$ cat config.mk
export PLATFORM = sky130hd
export DESIGN_NAME = alu_mul_sequencer
export DESIGN_NICKNAME = d
export VERILOG_FILES = /design/src/rtl/alu_mul_sequencer.sv
export SDC_FILE = /design/constraint.sdc
export NUM_CORES = 1
export LEC_CHECK = 0
export ABC_CLOCK_PERIOD_IN_PS = 1400
export BUFFER_PORTS_ARGS = -buffer_cell sky130_fd_sc_hd__buf_2
export CORE_MARGIN = 3
export CORE_UTILIZATION = 45
export CTS_CLUSTER_DIAMETER = 100
export DETAILED_ROUTE_END_ITERATION = 7
export PLACE_DENSITY_LB_ADDON = 0.12
export SLEW_MARGIN = 15
export SYNTH_ARGS = -nofsm -noshare
export SYNTH_HDL_FRONTEND = slang
export SYNTH_SLANG_ARGS = --single-unit
$ cat constraint.sdc
create_clock -name clk -period 1.4 [get_ports clk]
set_clock_uncertainty 0.15 [all_clocks]
set_input_delay 0.07 -clock clk [delete_from_list [all_inputs] [get_ports clk]]
set_output_delay 0.07 -clock clk [all_outputs]
set_load 0.02 [all_outputs]
$ cat src/rtl/alu_mul_sequencer.sv
// Shift-add unsigned multiplier that borrows the shared ALU for every add,
// shift and final flag-setting pass while busy is high.
module alu_mul_sequencer #(
  parameter int WIDTH = 8
) (
  input  logic             clk,
  input  logic             rst_n,
  input  logic             start,
  input  logic [WIDTH-1:0] op_a,
  input  logic [WIDTH-1:0] op_b,
  output logic             busy,
  output logic             done,
  output logic [15:0]      product,
  output logic             prod_zero,
  output logic             prod_neg,
  output logic [15:0]      alu_a,
  output logic [15:0]      alu_b,
  output logic [4:0]       alu_fun_sel,
  output logic             alu_wf,
  input  logic [15:0]      alu_out,
  input  logic [3:0]       alu_flags
);

  // state   | meaning
  // S_IDLE  | waiting for start
  // S_ADD   | P <= P + M through the ALU
  // S_SHIFT | M <= M << 1 through the ALU, Q >>= 1
  // S_FLAG  | pass P through the ALU with WF=1, capture product
  // S_DONE  | result valid, Z/N shown from the ALU flag register
  typedef enum logic [2:0] {
    S_IDLE,
    S_ADD,
    S_SHIFT,
    S_FLAG,
    S_DONE
  } state_t;

  localparam logic [4:0] FUN_PASS_A = 5'b10000;
  localparam logic [4:0] FUN_ADD    = 5'b10100;
  localparam logic [4:0] FUN_LSL    = 5'b11011;

  state_t           state, state_nxt, start_state;
  logic [15:0]      p, m;
  logic [WIDTH-1:0] q;
  logic [15:0]      product_q;
  logic             zero_q, neg_q;
  logic             accept;
  logic             unused_flags;

  // C and O are irrelevant: the product can never overflow 16 bits.
  assign unused_flags = ^{alu_flags[2], alu_flags[0]};

  assign accept = start && ((state == S_IDLE) || (state == S_DONE));

  always_comb begin
    start_state = S_SHIFT;
    if (op_b == '0)
      start_state = S_FLAG;
    else if (op_b[0])
      start_state = S_ADD;

    state_nxt   = state;
    busy        = 1'b0;
    done        = 1'b0;
    alu_a       = 16'h0000;
    alu_b       = 16'h0000;
    alu_fun_sel = 5'b00000;
    alu_wf      = 1'b0;

    case (state)
      S_IDLE: begin
        if (start)
          state_nxt = start_state;
      end
      S_ADD: begin
        busy        = 1'b1;
        alu_a       = p;
        alu_b       = m;
        alu_fun_sel = FUN_ADD;
        state_nxt   = S_SHIFT;
      end
      S_SHIFT: begin
        busy        = 1'b1;
        alu_a       = m;
        alu_fun_sel = FUN_LSL;
        if (q[WIDTH-1:1] == '0)
          state_nxt = S_FLAG;
        else if (q[1])
          state_nxt = S_ADD;
        else
          state_nxt = S_SHIFT;
      end
      S_FLAG: begin
        busy        = 1'b1;
        alu_a       = p;
        alu_fun_sel = FUN_PASS_A;
        alu_wf      = 1'b1;
        state_nxt   = S_DONE;
      end
      S_DONE: begin
        done      = 1'b1;
        state_nxt = start ? start_state : S_IDLE;
      end
      default: state_nxt = S_IDLE;
    endcase
  end

  always_ff @(posedge clk or negedge rst_n) begin
    if (!rst_n) begin
      state <= S_IDLE;
    end else begin
      state <= state_nxt;
    end
  end

  always_ff @(posedge clk or negedge rst_n) begin
    if (!rst_n) begin
      p         <= 16'h0000;
      m         <= 16'h0000;
      q         <= '0;
      product_q <= 16'h0000;
      zero_q    <= 1'b0;
      neg_q     <= 1'b0;
    end else begin
      case (state)
        S_ADD: p <= alu_out;
        S_SHIFT: begin
          m <= alu_out;
          q <= q >> 1;
        end
        S_FLAG: product_q <= p;
        S_DONE: begin
          zero_q <= alu_flags[3];
          neg_q  <= alu_flags[1];
        end
        default: ;
      endcase
      if (accept) begin
        p <= 16'h0000;
        m <= {{(16-WIDTH){1'b0}}, op_a};
        q <= op_b;
      end
    end
  end

  // In DONE the flag register already holds the FLAG-cycle result, so show it live.
  assign product   = product_q;
  assign prod_zero = (state == S_DONE) ? alu_flags[3] : zero_q;
  assign prod_neg  = (state == S_DONE) ? alu_flags[1] : neg_q;

endmodule

Word-level counts from Yosys, hierarchy flattened
Index checks and enable logic that the tools add are counted.
{"block": "totals", "ff_bits": 61, "out_inout_bits": 58}
{"block": "classes", "n_eq_ne": 5, "mux": 21, "n_reduce_logical": 9}
{"operator": "16-bit two-way mux", "count": 5}
{"operator": "16-bit one-hot mux with 2 select lines", "count": 1}
{"operator": "8-bit two-way mux", "count": 2}
{"operator": "3-bit one-hot mux with 5 select lines", "count": 1}
{"operator": "5-bit one-hot mux with 3 select lines", "count": 1}
{"operator": "3-bit two-way mux", "count": 3}
{"operator": "8-bit logical NOT", "count": 1}
{"operator": "7-bit logical NOT", "count": 1}
{"operator": "3-bit by 2-bit == test with 1-bit output, second input constant", "count": 2}
{"operator": "2-bit two-way mux", "count": 3}
{"operator": "1-bit two-way mux", "count": 5}
{"operator": "2-bit nonzero test", "count": 2}
{"operator": "3-bit by 1-bit == test with 1-bit output, second input constant", "count": 1}
{"operator": "3-bit == test, second input constant", "count": 1}
{"operator": "3-bit logical NOT", "count": 1}
{"operator": "3-bit OR reduction", "count": 1}
{"operator": "2-bit != test, second input constant", "count": 1}
{"operator": "2-bit OR reduction", "count": 1}
{"operator": "1-bit logical AND", "count": 1}
{"operator": "1-bit logical OR", "count": 1}

Depth between registers and ports, before layout
{"block": "logic_depth", "word_depth": 4, "mapped_depth": 7}

Least setup slack after synthesis
Ideal clock, no wire load.
{"block": "synth_timing", "path_type": "flip-flop to output port", "start": "register state[1]", "end": "output port alu_fun_sel[4]", "arrival_time_ps": 1462, "path_slack_ps": -282, "stages_incl_launch_ff": 7, "n_path_buf": 4, "cell_sequence": "dfrtp_1 > buf_4 > nor3b_1 > buf_2 > buf_2 > or2_2 > buf_4"}
{"block": "synth_between", "elab_chain_len": 2}
{"element": "from (decl)", "line": "42", "source": "state_t state, state_nxt, start_state;"}
{"element": "from (signal assigned)", "line": "112", "source": "state <= state_nxt;"}
{"element": "3-bit by 2-bit == test with 1-bit output or 3-bit by 1-bit == test with 1-bit output (tied branches)", "line": "70", "source": "case (state)"}
{"element": "5-bit one-hot mux with 3 select lines *", "line": "70"}
{"element": "to (decl)", "line": "18", "source": "output logic [4:0] alu_fun_sel,"}
Every way passes the cells marked *; elsewhere a longest branch is shown, timed or not.

Worst setup path after layout
{"block": "layout_timing", "start": "register state[0]", "end": "output port alu_a[11]"}
{"block": "layout_between", "elab_chain_len": 3}
{"element": "3-bit by 2-bit == test with 1-bit output or 3-bit by 1-bit == test with 1-bit output (tied branches)", "line": "70"}
{"element": "2-bit OR reduction (no line)"}
{"element": "16-bit one-hot mux with 2 select lines *", "line": "70"}
{"element": "to (decl)", "line": "16", "source": "output logic [15:0] alu_a,"}
Marks and branches as above.

==> results by group <==
Power and ir drop
  • Pleak: 2.44 nW
  • Max VDD drop: 0.00160 V
  • Overall Power: 11.4 mW
  • PwrDens: 2320 mW/mm^2

Setup path
  • Crit path largest cell delay: 410 ps
  • Worst Setup Path Type: register to output port
  • CP endpoint kind: output port
  • WP data required: 1180 ps
  • WP buf/inv: 4
  • Crit path DAT: 1640 ps
  • CP most frequent cell: buf_6
  • Cell family with most CP delay: buffers and inverters
  • CP Launch Type: register
  • Worst path cell trace: buf_6 > nor3b_4 > buf_6 > buf_8 > a22o_1 > buf_6
  • Worst-path fanout max: 8
  • CP max-delay cell: dfrtp_1

Floorplan
  • Die width: 86.4 um
  • Die height: 86.4 um
  • Total I/O pin count: 97
  • Core Box Area: 0.00610 sq mm
  • Site Rows: 28
  • Die ar.: 0.00746 sq mm
  • Initial core utilization: 47.7%

Logic synthesis
  • Async S/R FF share, synth: 100%
  • Syn Inst Count: 263
  • Post-synthesis sequential area ratio: 51.7%
  • Largest family of logic cells by synthesized area: multiplexers
  • Post-Synth Simple-Gate Area: 13.8%
  • Xor/xnor share of the synthesized area: 0%
  • Synth Area in Adders: 0%
  • Syn Area/Cell: 11.1 sq um
  • Unique cell type count in the Yosys netlist: 31
  • Yosys warnings: 0
  • Synth Area in Compound Gates: 12.7%
  • EDFF count, synth: 0
  • Mux share of post-synthesis cell area: 14.9%
  • Post-Synthesis Cell Area: 0.00291 sq mm
  • Main synth FF type: dfrtp_1
  • Syn_nets: 302
  • Synthesized flop and latch total: 60

Drt
  • DR iter-0 viols: 113
  • Met2 Wirelength: 4470 um
  • Routed vias/inst: 5.10
  • Routed metal-1 wire length: 3560 um
  • Drt pass-1 iters: 7
  • Via count: 2634
  • Max Used Layer: met4
  • Number of remaining DRC errors: 0
  • Routed WL: 8420 um
  • DR WL/cell: 16.3 um
  • Wire length on met3: 301 um
  • Number of routed nets with antenna violations: 0

Global routing
  • Total gr overflow: 0
  • Vias in the first global route: 2780
  • Total GRT Usage: 24.0%
  • Largest net degree at the start of global routing: 30
  • First-pass GRT wire length: 13700 um
  • Antenna violations before repair: 0

Timing
  • Slew Limit Headroom: 72.5%
  • Hold Vio Cnt, Final: 0
  • Fmax: 0.536 GHz
  • Worst Tran Pin Value: 413 ps
  • Fin Hold WS: 54.4 ps
  • Min Tclk post-route: 1860 ps
  • RSZ-0062 raised after global routing: yes
  • Total negative slack: -32560 ps
  • Final cycle utilization of the critical path: 133%
  • Setup Viol. Count Final: 100
  • Fin. max-slew vios: 0
  • Setup ws final: -464 ps

Clock tree
  • Worst-Skew Late Latency: 320 ps
  • H-tree depth: 3
  • CTS tree: done
  • CTS Buf Count: 9
  • Clock tree buffer depth: 2
  • Total clock sinks: 60
  • Clock transition at path regs: 60 ps
  • Root buf cell: clkbuf_8

Layout
  • Post-Layout Cell Count: 516
  • Post-layout util: 80.8%
  • Fin area: 0.00493 sq mm
  • Fraction of layout cells with a size suffix above 1: 52.8%
  • ANT cells: 0
  • Final net count: 475
  • Commonest non-fill, non-tap cell in the layout: buf_6
  • Syn-to-layout area delta: 69.6%
  • Commonest cells after routing, fill and taps aside: buf_6 (63), dfrtp_1 (60), buf_2 (53), nand2_1 (41), dlygate4sd3_1 (36)

Place
  • I/O Buffers: 94
  • Cell Count Post-Placement: 436
  • Detail Placement HPWL: 4890 um
  • Routability congestion estimate: 0.818
  • Placed cell area: 0.00366 sq mm
  • Placement Setup Slack: -231 ps

Status
  • Status: finished, violations left
  • Failing checks: setup timing

Worst hold path
  • Hold WC Path Type: input pin to async pin

Flow run
  • Max_cap viols: 0
where the power goes:
part | total [mW] | switching (mW) | internal (mW)
logic | 6.63 | 3.12 | 3.50
registers | 3.10 | 0.573 | 2.53
clock network | 1.70 | 0.659 | 1.04
total | 11.4 | 4.36 | 7.08
per-layer routing:
metal	GRT usage, %	vias to the layer above
met4	7.65	0
met1	29.1	1313
li1	-	1244
met3	6.18	8
met5	0	-
met2	41.7	69
worst reg2reg max path, delay by kind of cell, from the launching register on:
family                 cells  cell delay (ps)
buffers and inverters      5              630
DFF                        1              410
and+or+nand+nor            1              220
AOI/OAI and AO/OA          1               90
muxes                      1              190
repair_timing:
| action | in CTS | in global routing |
|---|---|---|
| endpoints found under the setup margin | 100 | 101 |
| hold buffers | 36 | 0 |
| pin swaps | 15 | 21 |
| resized for setup | 127 | 28 |
| cloned | 3 | 0 |
| hold endpoints to repair | 103 | 0 |
| buffers inserted | 26 | 5 |
sequential cells by signal, summed over array words and instances, names as in the netlist:
name	count
state	3
product	16
zero_q	1
p	16
neg_q	1
m	16
q	7
cell families after synthesis:
family,after synthesis
AND/OR/NAND/NOR,85
flip-flops,60
AO/OA/AOI/OAI,51
multiplexers,41
buffers and inverters,26
cells in the mapped netlist (5+ instances only):
library cell  count  area [sq um]
a22o_1           17           149
o21ai_1          11          55.1
nand2_1          46           173
buf_2             8          40.0
nor2_1           12          45.0
a21oi_2          13           114
buf_4             5          37.5
mux2i_1          23           230
and2_1           17           106
mux2_2           16           180
a21oi_1           5          25.0
dfrtp_1          60          1500
buf_6             5          56.3
worst paths after layout:
kind                        startpoint           to  slack (ps)  depth (start not counted)
max in group asynchronous        rst_n         m[7]         540                          3
setup reg to reg              state[0]         q[6]        -400                          8
hold / removal                   rst_n   product[3]          50                          2
setup / recovery              state[0]    alu_a[11]        -460                          6
hold reg to reg            product[12]  product[12]         350                          1
min in group clk               op_a[1]         m[1]         350                          4
final cells by class:
cell class | instances | area, sq um
clock buffers | 11 | 141
clock inverters | 5 | 75.1
fillers | 370 | 1170
inverters | 4 | 36.3
multi-input cells | 177 | 1360
flip-flops and latches | 60 | 1500
well taps | 75 | 93.8
repair buffers | 183 | 1710
repair inverters | 1 | 11.3
No activity file was read; power rests on OpenSTA's default activity.
